**config.mk**
```make
export PLATFORM = sky130hd
export DESIGN_NAME = paddle_ctrl
export DESIGN_NICKNAME = d
export VERILOG_FILES = /design/src/rtl/paddle_ctrl.sv
export SDC_FILE = /design/constraint.sdc
export NUM_CORES = 1
export LEC_CHECK = 0
export BUFFER_PORTS_ARGS = -buffer_cell sky130_fd_sc_hd__buf_2
export CAP_MARGIN = 20
export CORE_MARGIN = 2
export CORE_UTILIZATION = 30
export CTS_CLUSTER_SIZE = 16
export DETAILED_ROUTE_END_ITERATION = 10
export PLACE_DENSITY_LB_ADDON = 0.1
export SKIP_CTS_REPAIR_TIMING = 1
export SLEW_MARGIN = 20
export SYNTH_ARGS = -nofsm -noshare
export SYNTH_HDL_FRONTEND = slang
export SYNTH_SLANG_ARGS = --single-unit
```
**constraint.sdc**
```tcl
create_clock -name clk -period 4.91 [get_ports clk]
set_input_delay 0.2455 -clock clk [delete_from_list [all_inputs] [get_ports clk]]
set_output_delay 0.2455 -clock clk [all_outputs]
set_load 0.02 [all_outputs]
```
**src/rtl/paddle_ctrl.sv**
```systemverilog
// Paddle controller: 2-FF button sync, per-button debounce, IDLE/SLOW/FAST motion FSM
// and wall-clamped position. Define PADDLE_AUTO_TRACK_EN to add ball auto-tracking.
module paddle_ctrl #(
   parameter int unsigned SCREEN_H        = 480,
   parameter int unsigned PADDLE_H        = 40,
   parameter int unsigned RESET_POS       = 220,
   parameter int unsigned DEBOUNCE_CYCLES = 250000,
   parameter int unsigned SLOW_STEP       = 2,
   parameter int unsigned FAST_STEP       = 6,
   parameter int unsigned ACCEL_FRAMES    = 15
) (
   input  logic       clk,
   input  logic       rst_n,
   input  logic       btn_up,
   input  logic       btn_down,
   input  logic       frame_tick,
`ifdef PADDLE_AUTO_TRACK_EN
   input  logic       auto_en,
   input  logic [9:0] ball_y_pos,
`endif
   output logic [9:0] paddle_pos,
   output logic       paddle_mov,
   output logic       paddle_dir
);

   localparam int unsigned CntW   = (DEBOUNCE_CYCLES > 1) ? $clog2(DEBOUNCE_CYCLES) : 1;
   localparam int unsigned AccW   = $clog2(ACCEL_FRAMES + 1);
   localparam logic [10:0] MaxPos = 11'(SCREEN_H - PADDLE_H);

   typedef enum logic [1:0] {StIdle, StSlow, StFast} state_e;
   typedef enum logic [1:0] {DirNone, DirUp, DirDown} dir_e;

   // Bit 0 is the up button, bit 1 the down button.
   logic [1:0]           sync1_q, sync1_d, sync2_q, sync2_d, clean_q, clean_d;
   logic [1:0][CntW-1:0] db_cnt_q, db_cnt_d;
   state_e               state_q, state_d;
   logic [AccW-1:0]      acc_q, acc_d;
   logic [9:0]           pos_q, pos_d;
   logic                 dir_q, dir_d;
   dir_e                 cmd_dir;
   logic                 cmd_down, mode_chg, fast_ok;
   logic [10:0]          pos_ext, step, pos_sum;

   assign pos_ext  = {1'b0, pos_q};
   assign cmd_down = (cmd_dir == DirDown);

   always_comb begin
      sync1_d  = {btn_down, btn_up};
      sync2_d  = sync1_q;
      clean_d  = clean_q;
      db_cnt_d = '0;
      for (int i = 0; i < 2; i++) begin
         if (sync2_q[i] != clean_q[i]) begin
            if (db_cnt_q[i] == CntW'(DEBOUNCE_CYCLES - 1)) begin
               clean_d[i] = ~clean_q[i];
            end else begin
               db_cnt_d[i] = db_cnt_q[i] + 1'b1;
            end
         end
      end
   end

`ifdef PADDLE_AUTO_TRACK_EN
   logic        auto_q, auto_d;
   logic [10:0] ball_ext, target;

   assign ball_ext = {1'b0, ball_y_pos};
   assign auto_d   = frame_tick ? auto_en : auto_q;
   assign mode_chg = auto_en ^ auto_q;
   assign fast_ok  = ~auto_en;

   always_comb begin
      target = (ball_ext < 11'(PADDLE_H / 2)) ? 11'd0 : ball_ext - 11'(PADDLE_H / 2);
      if (target > MaxPos) target = MaxPos;
      cmd_dir = DirNone;
      if (auto_en) begin
         if (target > pos_ext + 11'(SLOW_STEP)) cmd_dir = DirDown;
         else if (target + 11'(SLOW_STEP) < pos_ext) cmd_dir = DirUp;
      end else if (clean_q[0] && !clean_q[1]) begin
         cmd_dir = DirUp;
      end else if (clean_q[1] && !clean_q[0]) begin
         cmd_dir = DirDown;
      end
   end

   always_ff @(posedge clk or negedge rst_n) begin
      if (!rst_n) auto_q <= 1'b0;
      else        auto_q <= auto_d;
   end
`else
   assign mode_chg = 1'b0;
   assign fast_ok  = 1'b1;

   always_comb begin
      cmd_dir = DirNone;
      if (clean_q[0] && !clean_q[1])      cmd_dir = DirUp;
      else if (clean_q[1] && !clean_q[0]) cmd_dir = DirDown;
   end
`endif

   // FSM state register
   always_ff @(posedge clk or negedge rst_n) begin
      if (!rst_n) begin
         state_q <= StIdle;
         acc_q   <= '0;
      end else begin
         state_q <= state_d;
         acc_q   <= acc_d;
      end
   end

   // FSM next state; acc_q counts SLOW ticks after the first and saturates
   always_comb begin
      state_d = state_q;
      acc_d   = acc_q;
      if (frame_tick) begin
         if (mode_chg || cmd_dir == DirNone) begin
            state_d = StIdle;
            acc_d   = '0;
         end else begin
            unique case (state_q)
               StIdle: begin
                  state_d = StSlow;
                  acc_d   = '0;
               end
               StSlow: begin
                  if (cmd_down != dir_q) begin
                     acc_d = '0;
                  end else if (acc_q != AccW'(ACCEL_FRAMES - 1)) begin
                     acc_d = acc_q + 1'b1;
                  end else if (fast_ok) begin
                     state_d = StFast;
                  end
               end
               StFast: begin
                  if (cmd_down != dir_q) begin
                     state_d = StSlow;
                     acc_d   = '0;
                  end
               end
               default: begin
                  state_d = StIdle;
                  acc_d   = '0;
               end
            endcase
         end
      end
   end

   // FSM outputs
   always_comb begin
      paddle_mov = (state_q != StIdle);
      paddle_pos = pos_q;
      paddle_dir = dir_q;
   end

   always_comb begin
      unique case (state_d)
         StSlow:  step = 11'(SLOW_STEP);
         StFast:  step = 11'(FAST_STEP);
         default: step = 11'd0;
      endcase
      pos_sum = pos_ext + step;
      pos_d   = pos_q;
      dir_d   = dir_q;
      if (frame_tick && state_d != StIdle) begin
         dir_d = cmd_down;
         if (cmd_down) begin
            pos_d = (pos_sum > MaxPos) ? MaxPos[9:0] : pos_sum[9:0];
         end else begin
            pos_d = (pos_ext < step) ? 10'd0 : pos_q - step[9:0];
         end
      end
   end

   always_ff @(posedge clk or negedge rst_n) begin
      if (!rst_n) begin
         sync1_q  <= '0;
         sync2_q  <= '0;
         clean_q  <= '0;
         db_cnt_q <= '0;
         pos_q    <= 10'(RESET_POS);
         dir_q    <= 1'b0;
      end else begin
         sync1_q  <= sync1_d;
         sync2_q  <= sync2_d;
         clean_q  <= clean_d;
         db_cnt_q <= db_cnt_d;
         pos_q    <= pos_d;
         dir_q    <= dir_d;
      end
   end

endmodule

```
# After elaboration in Yosys (flattened, before gate mapping)
# Cells that the tools add are included.
# W data, S select, Z words.
# totals
wordCells	65
ff_bits	59
# classes
magnitude_cmp	2
n_reduce_logical	12
n_mux	21
n_bitwise	2
n_eq_ne	13
addsub	5
# ops
operator	n
$mux W18	4
$add A18 B1 Y18 const B	2
$eq A18 B18 Y1 const B	2
$mux W10	3
$mux W4	4
$mux W2	7
$add A10 B11 Y11	1
$gt A11 B9 Y1 const B	1
$lt A10 B11 Y1	1
$sub A10 B10 Y10	1
$ne A4 B4 Y1 const B	2
$pmux W4 S2	1
$eq A2 B2 Y1 const B	3
$pmux W2 S3	1
$pmux W3 S2	1
$add A4 B1 Y4 const B	1
$eq A2 B1 Y1 const B	2
$logic_not A2 Y1	2
$reduce_and A2 Y1	2
$reduce_bool A2 Y1	2
$logic_and A1 B1 Y1	3
$ne A1 B1 Y1	3
$ne A3 B3 Y1 const B	1
$reduce_and A3 Y1	1
other kinds (2)	4

# Longest topological paths before layout
# logic_depth
word_depth	16
mapped_depth	18

# Worst setup path before layout
# OpenSTA, ideal clock, no wires.
# synth_path
path_kind	register to register
start	register clean_q[0]
end	register pos_q[6], in the netlist paddle_pos[6]
path_stages_with_launch	19
t_required_ns	4.849
path_buffers	0
synth_period_minus_slack_ns	3.652
slack_ns	1.258
arrival_time_ns	3.590
setup_time_ns	0.061
cell_sequence	dfrtp_1 inv_1 ha_1 xnor2_1 nor2b_1 nand2_1 nand2_1 o21ai_0 ha_1 ha_1 inv_1 fa_1 and4b_1 nand4b_1 o21ai_0 a211oi_1 or3_1 a221oi_1 a221o_1
# synth_via
elab_chain_len	16
# synth_lines
item	line	text
from (decl)	34	logic [1:0] sync1_q, sync1_d, sync2_q, sync2_d, clean_q, clean_d;
from (signal assigned)	187	clean_q <= clean_d;
$logic_not A1 Y1	97	else if (clean_q[1] && !clean_q[0]) cmd_dir = DirDown;
$logic_and A1 B1 Y1	97	
$mux W2	97	
$mux W2 (*)	96	if (clean_q[0] && !clean_q[1]) cmd_dir = DirUp;
$eq A2 B2 Y1 (*)	45	assign cmd_down = (cmd_dir == DirDown);
via cmd_down	41	logic cmd_down, mode_chg, fast_ok;
$ne A1 B1 Y1	127, 136	
$mux W2 (on tied branches)	136, 127	
$pmux W2 S3	121	unique case (state_q)
$mux W2	117	if (mode_chg || cmd_dir == DirNone) begin
$mux W2	116	if (frame_tick) begin
$eq A2 B2 Y1 or $eq A2 B1 Y1 (tied branches)	158	unique case (state_d)
$pmux W3 S2	158	
$add A10 B11 Y11	163	pos_sum = pos_ext + step;
$gt A11 B9 Y1	169	pos_d = (pos_sum > MaxPos) ? MaxPos[9:0] : pos_sum[9:0];
$mux W10	169	
$mux W10	168	if (cmd_down) begin
to (signal assigned)	182	pos_q <= 10'(RESET_POS);
to (signal assigned)	189	pos_q <= pos_d;
to (decl)	38	logic [9:0] pos_q, pos_d;
# The timed path passes the listed nets; every way through them passes the cells marked *.
# A chain may end at the register's enable or synchronous reset.

# Worst setup path in the final report
# layout_path
start	register clean_q[0]
end	register pos_q[1], in the netlist paddle_pos[1]
# The elaborated chain is that of the path after synthesis.

==> flow_metrics.tcl <==
set metrics [dict create \
    dpl.hpwl_um 4820 \
    syn-num-nets 376 \
    first_pass_iters 4 \
    async_reset_ff_frac 1.00 \
    area_delta_synth_final_pct 11.6 \
    cellLeakagePower_nw 1.55 \
    cp_cell_sequence "inv_1 > ha_1 > xnor2_1 > nor2b_1 > nand2_1 > nand2_1 > o21ai_0 > ha_1 > ha_1 > inv_1 > fa_1 > and4b_1 > nand4b_1 > o21ai_0 > a211oi_1 > o31ai_2 > nand2_1 > a22o_1" \
    initial_utilization 0.308 \
    fin_worst_skew_ps 12.8 \
    hold_violations 0 \
    grt_usage 0.128 \
    yosysWarnings 0 \
    period_share 0.823 \
    max-clock-path-buffers 2 \
    final_max_slew_viol_count 0 \
    place.gp.congestion 0.795 \
    synth_top_area_frac 0.397 \
    path_clk_slew_ps 70 \
    fmax_mhz 248 \
    ctsRootBufferMaster "clkbuf_8" \
    cp-end-kind "flop" \
    ys_types 58 \
    insertion_delay_ps 340 \
    antenna_found_initial 0 \
    synth_seq_area_share 0.436 \
    core_um2 10800 \
    vias 2486 \
    min_path_type "in2reg" \
    tns_ps 0 \
    dieArea_um2 12000 \
    max-vdd-ir-drop_v 0.000194 \
    critPathArrivalTime_ps 4250 \
    slowest_delay_ps 450 \
    final_net_count 390 \
    stdcell_area_um2 3730 \
    cts_max_level 3 \
    rsz0062_at_grt "no" \
    drive_above_1_share 0.135 \
    synth_area_leaders "dfrtp_1 (40%), nor2_1 (6.3%), xor2_1 (5.2%)" \
    syn_inst 358 \
    dieWidth_um 110 \
    cellPowerDensity_nw_per_um2 400 \
    crit_required_ps 5120 \
    diodes 0 \
    synth_edf_count 0 \
    drc_errors 0 \
    drtAntennaViolNets 0 \
    status "completed" \
    max_cap_viol_count 0 \
    cp-start-kind "flop" \
    crit_path_max_fanout 7 \
    fp-row-count 38 \
    cts_inserted_buffers 9 \
    fill_cells 1138 \
    timing_worst_setup_path_type "reg2reg" \
    utilization 0.344 \
    routedWlPerCell_um 13.5 \
    grt_pass1_wl_um 11800 \
    drt_iter0_markers 98 \
    routed_wirelength_um 6980 \
    via_per_inst 4.81 \
    grt_max_degree 59 \
    setup_viol 0 \
    max_slew.worst_pin.slew_ps 760 \
    slowest_stage "fa_1" \
    io_buffers 15 \
    yosysTopAreaCell "dfrtp_1" \
    synth_area_um2 3340 \
    die-height_um 110 \
    synth_ff_type "dfrtp_1" \
    grt_pass1_vias 2372 \
    fin_crit_ps 4040 \
    ioPinCount 17 \
    slew_headroom 0.494 \
    clock-sinks 58 \
    place_area_um2 3490 \
    synth-seq-cells 58 \
    synth.avg_cell_area_um2 9.34 \
    grt_overflow 0 \
    final_cell_mix "nor2_1 (56), dfrtp_1 (53), nand2_1 (25), nand3_1 (24), o21ai_0 (22)" \
    worst_hold_slack_ps 20.5 \
    final_common_cell "nor2_1" \
    cts_tree "yes" \
]
==> critical path, delay by kind of cell (launching register included) <==
| kind | cells | cell delay [ps] |
|---|---|---|
| compound gates | 5 | 1000 |
| simple gates | 6 | 1070 |
| xor+xnor | 1 | 200 |
| fa+ha+maj | 4 | 1170 |
| buf+inv | 2 | 110 |
| flops | 1 | 370 |
==> final cells by class <==
type	count	area, um2	area share
flip-flops and latches	58	1460	0.391
clock inverters	7	116	0.0312
repair buffers	17	90.1	0.0241
clock buffers	9	124	0.0332
inverters	16	60.1	0.0161
multi-input cells	270	1710	0.458
well taps	140	175	0.0469
==> where the power goes <==
group          internal (mW)  switching (mW)  leakage, nW
registers              0.529          0.0966        0.774
clock network          0.337           0.207        0.120
logic                  0.132           0.189        0.657
==> synthesized netlist by cell type, types with 2 or more instances <==
| library cell | count |
|---|---|
| dfrtp_1 | 53 |
| clkbuf_1 | 2 |
| xnor2_1 | 18 |
| o21ai_0 | 22 |
| ha_1 | 11 |
| nor4_1 | 5 |
| and4_1 | 2 |
| nand2_1 | 25 |
| nand3_1 | 24 |
| a211oi_1 | 6 |
| nand2b_1 | 7 |
| dfstp_2 | 5 |
| a21oi_1 | 8 |
| buf_6 | 2 |
| o31ai_1 | 2 |
| buf_2 | 5 |
| xor2_1 | 20 |
| and3_1 | 3 |
| nor2_1 | 56 |
| nand4_1 | 5 |
| or3_1 | 4 |
| nor4b_1 | 3 |
| nor2b_1 | 4 |
| fa_1 | 2 |
| or2_2 | 3 |
| nand3b_1 | 2 |
| clkbuf_8 | 4 |
| o221ai_1 | 2 |
| inv_1 | 16 |
| nor3_1 | 9 |
==> flip-flops by register name, indices dropped and copies added, names as in the netlist <==
name and cells:
acc_q 4, clean_q 2, db_cnt_q 36, sync2_q 2, state_q 2, paddle_dir 1, paddle_pos 9, sync1_q 2
==> worst paths after layout <==
check / cells past startpoint / endpoint / slack, ps / start
setup / recovery: 18 / paddle_pos[1] / 870 / clean_q[0]
setup reg to reg: 18 / paddle_pos[1] / 870 / clean_q[0]
min in group asynchronous: 2 / paddle_pos[8] / 40 / rst_n
max in group asynchronous: 2 / paddle_dir / 4340 / rst_n
hold reg to reg: 0 / sync2_q[1] / 350 / sync1_q[1]
hold / removal: 1 / sync1_q[0] / 20 / btn_up
==> metrics by stage <==
stage | setup slack [ps] | instances | power [mW]
after global placement | 975 | 501 | 0.962
final | 871 | 517 | 1.49
after detailed placement | 902 | 501 | 0.958
after CTS | 871 | 517 | 1.51
after floorplan | 1260 | 358 | 0.887
after global routing | 470 | 517 | 1.58
==> kinds of logic (layout without fill, tap and decap cells) <==
group | after synthesis | count (layout) | share of synthesized area
AO/OA/AOI/OAI | 55 | 55 | 0.109
XOR/XNOR | 38 | 38 | 0.0996
adder cells (fa/ha/maj) | 13 | 13 | 0.0531
buffers and inverters | 30 | 49 | 0.0531
flip-flops | 58 | 58 | 0.436
multiplexers | 2 | 2 | 0.00636
other | 1 | 1 | 0.00112
AND/OR/NAND/NOR | 161 | 161 | 0.241
==> routing by layer <==
metal | wire length, um | share of wire | GRT usage | vias up
li1 | - | - | - | 1258
met1 | 3620 | 0.52 | 0.180 | 1192
met2 | 3080 | 0.44 | 0.192 | 26
met3 | 152 | 0.022 | 0.0213 | 10
met4 | 125 | 0.018 | 0.0597 | 0
met5 | 0 | 0 | 0 | -
Note: power is estimated with default switching activity, not from simulation.
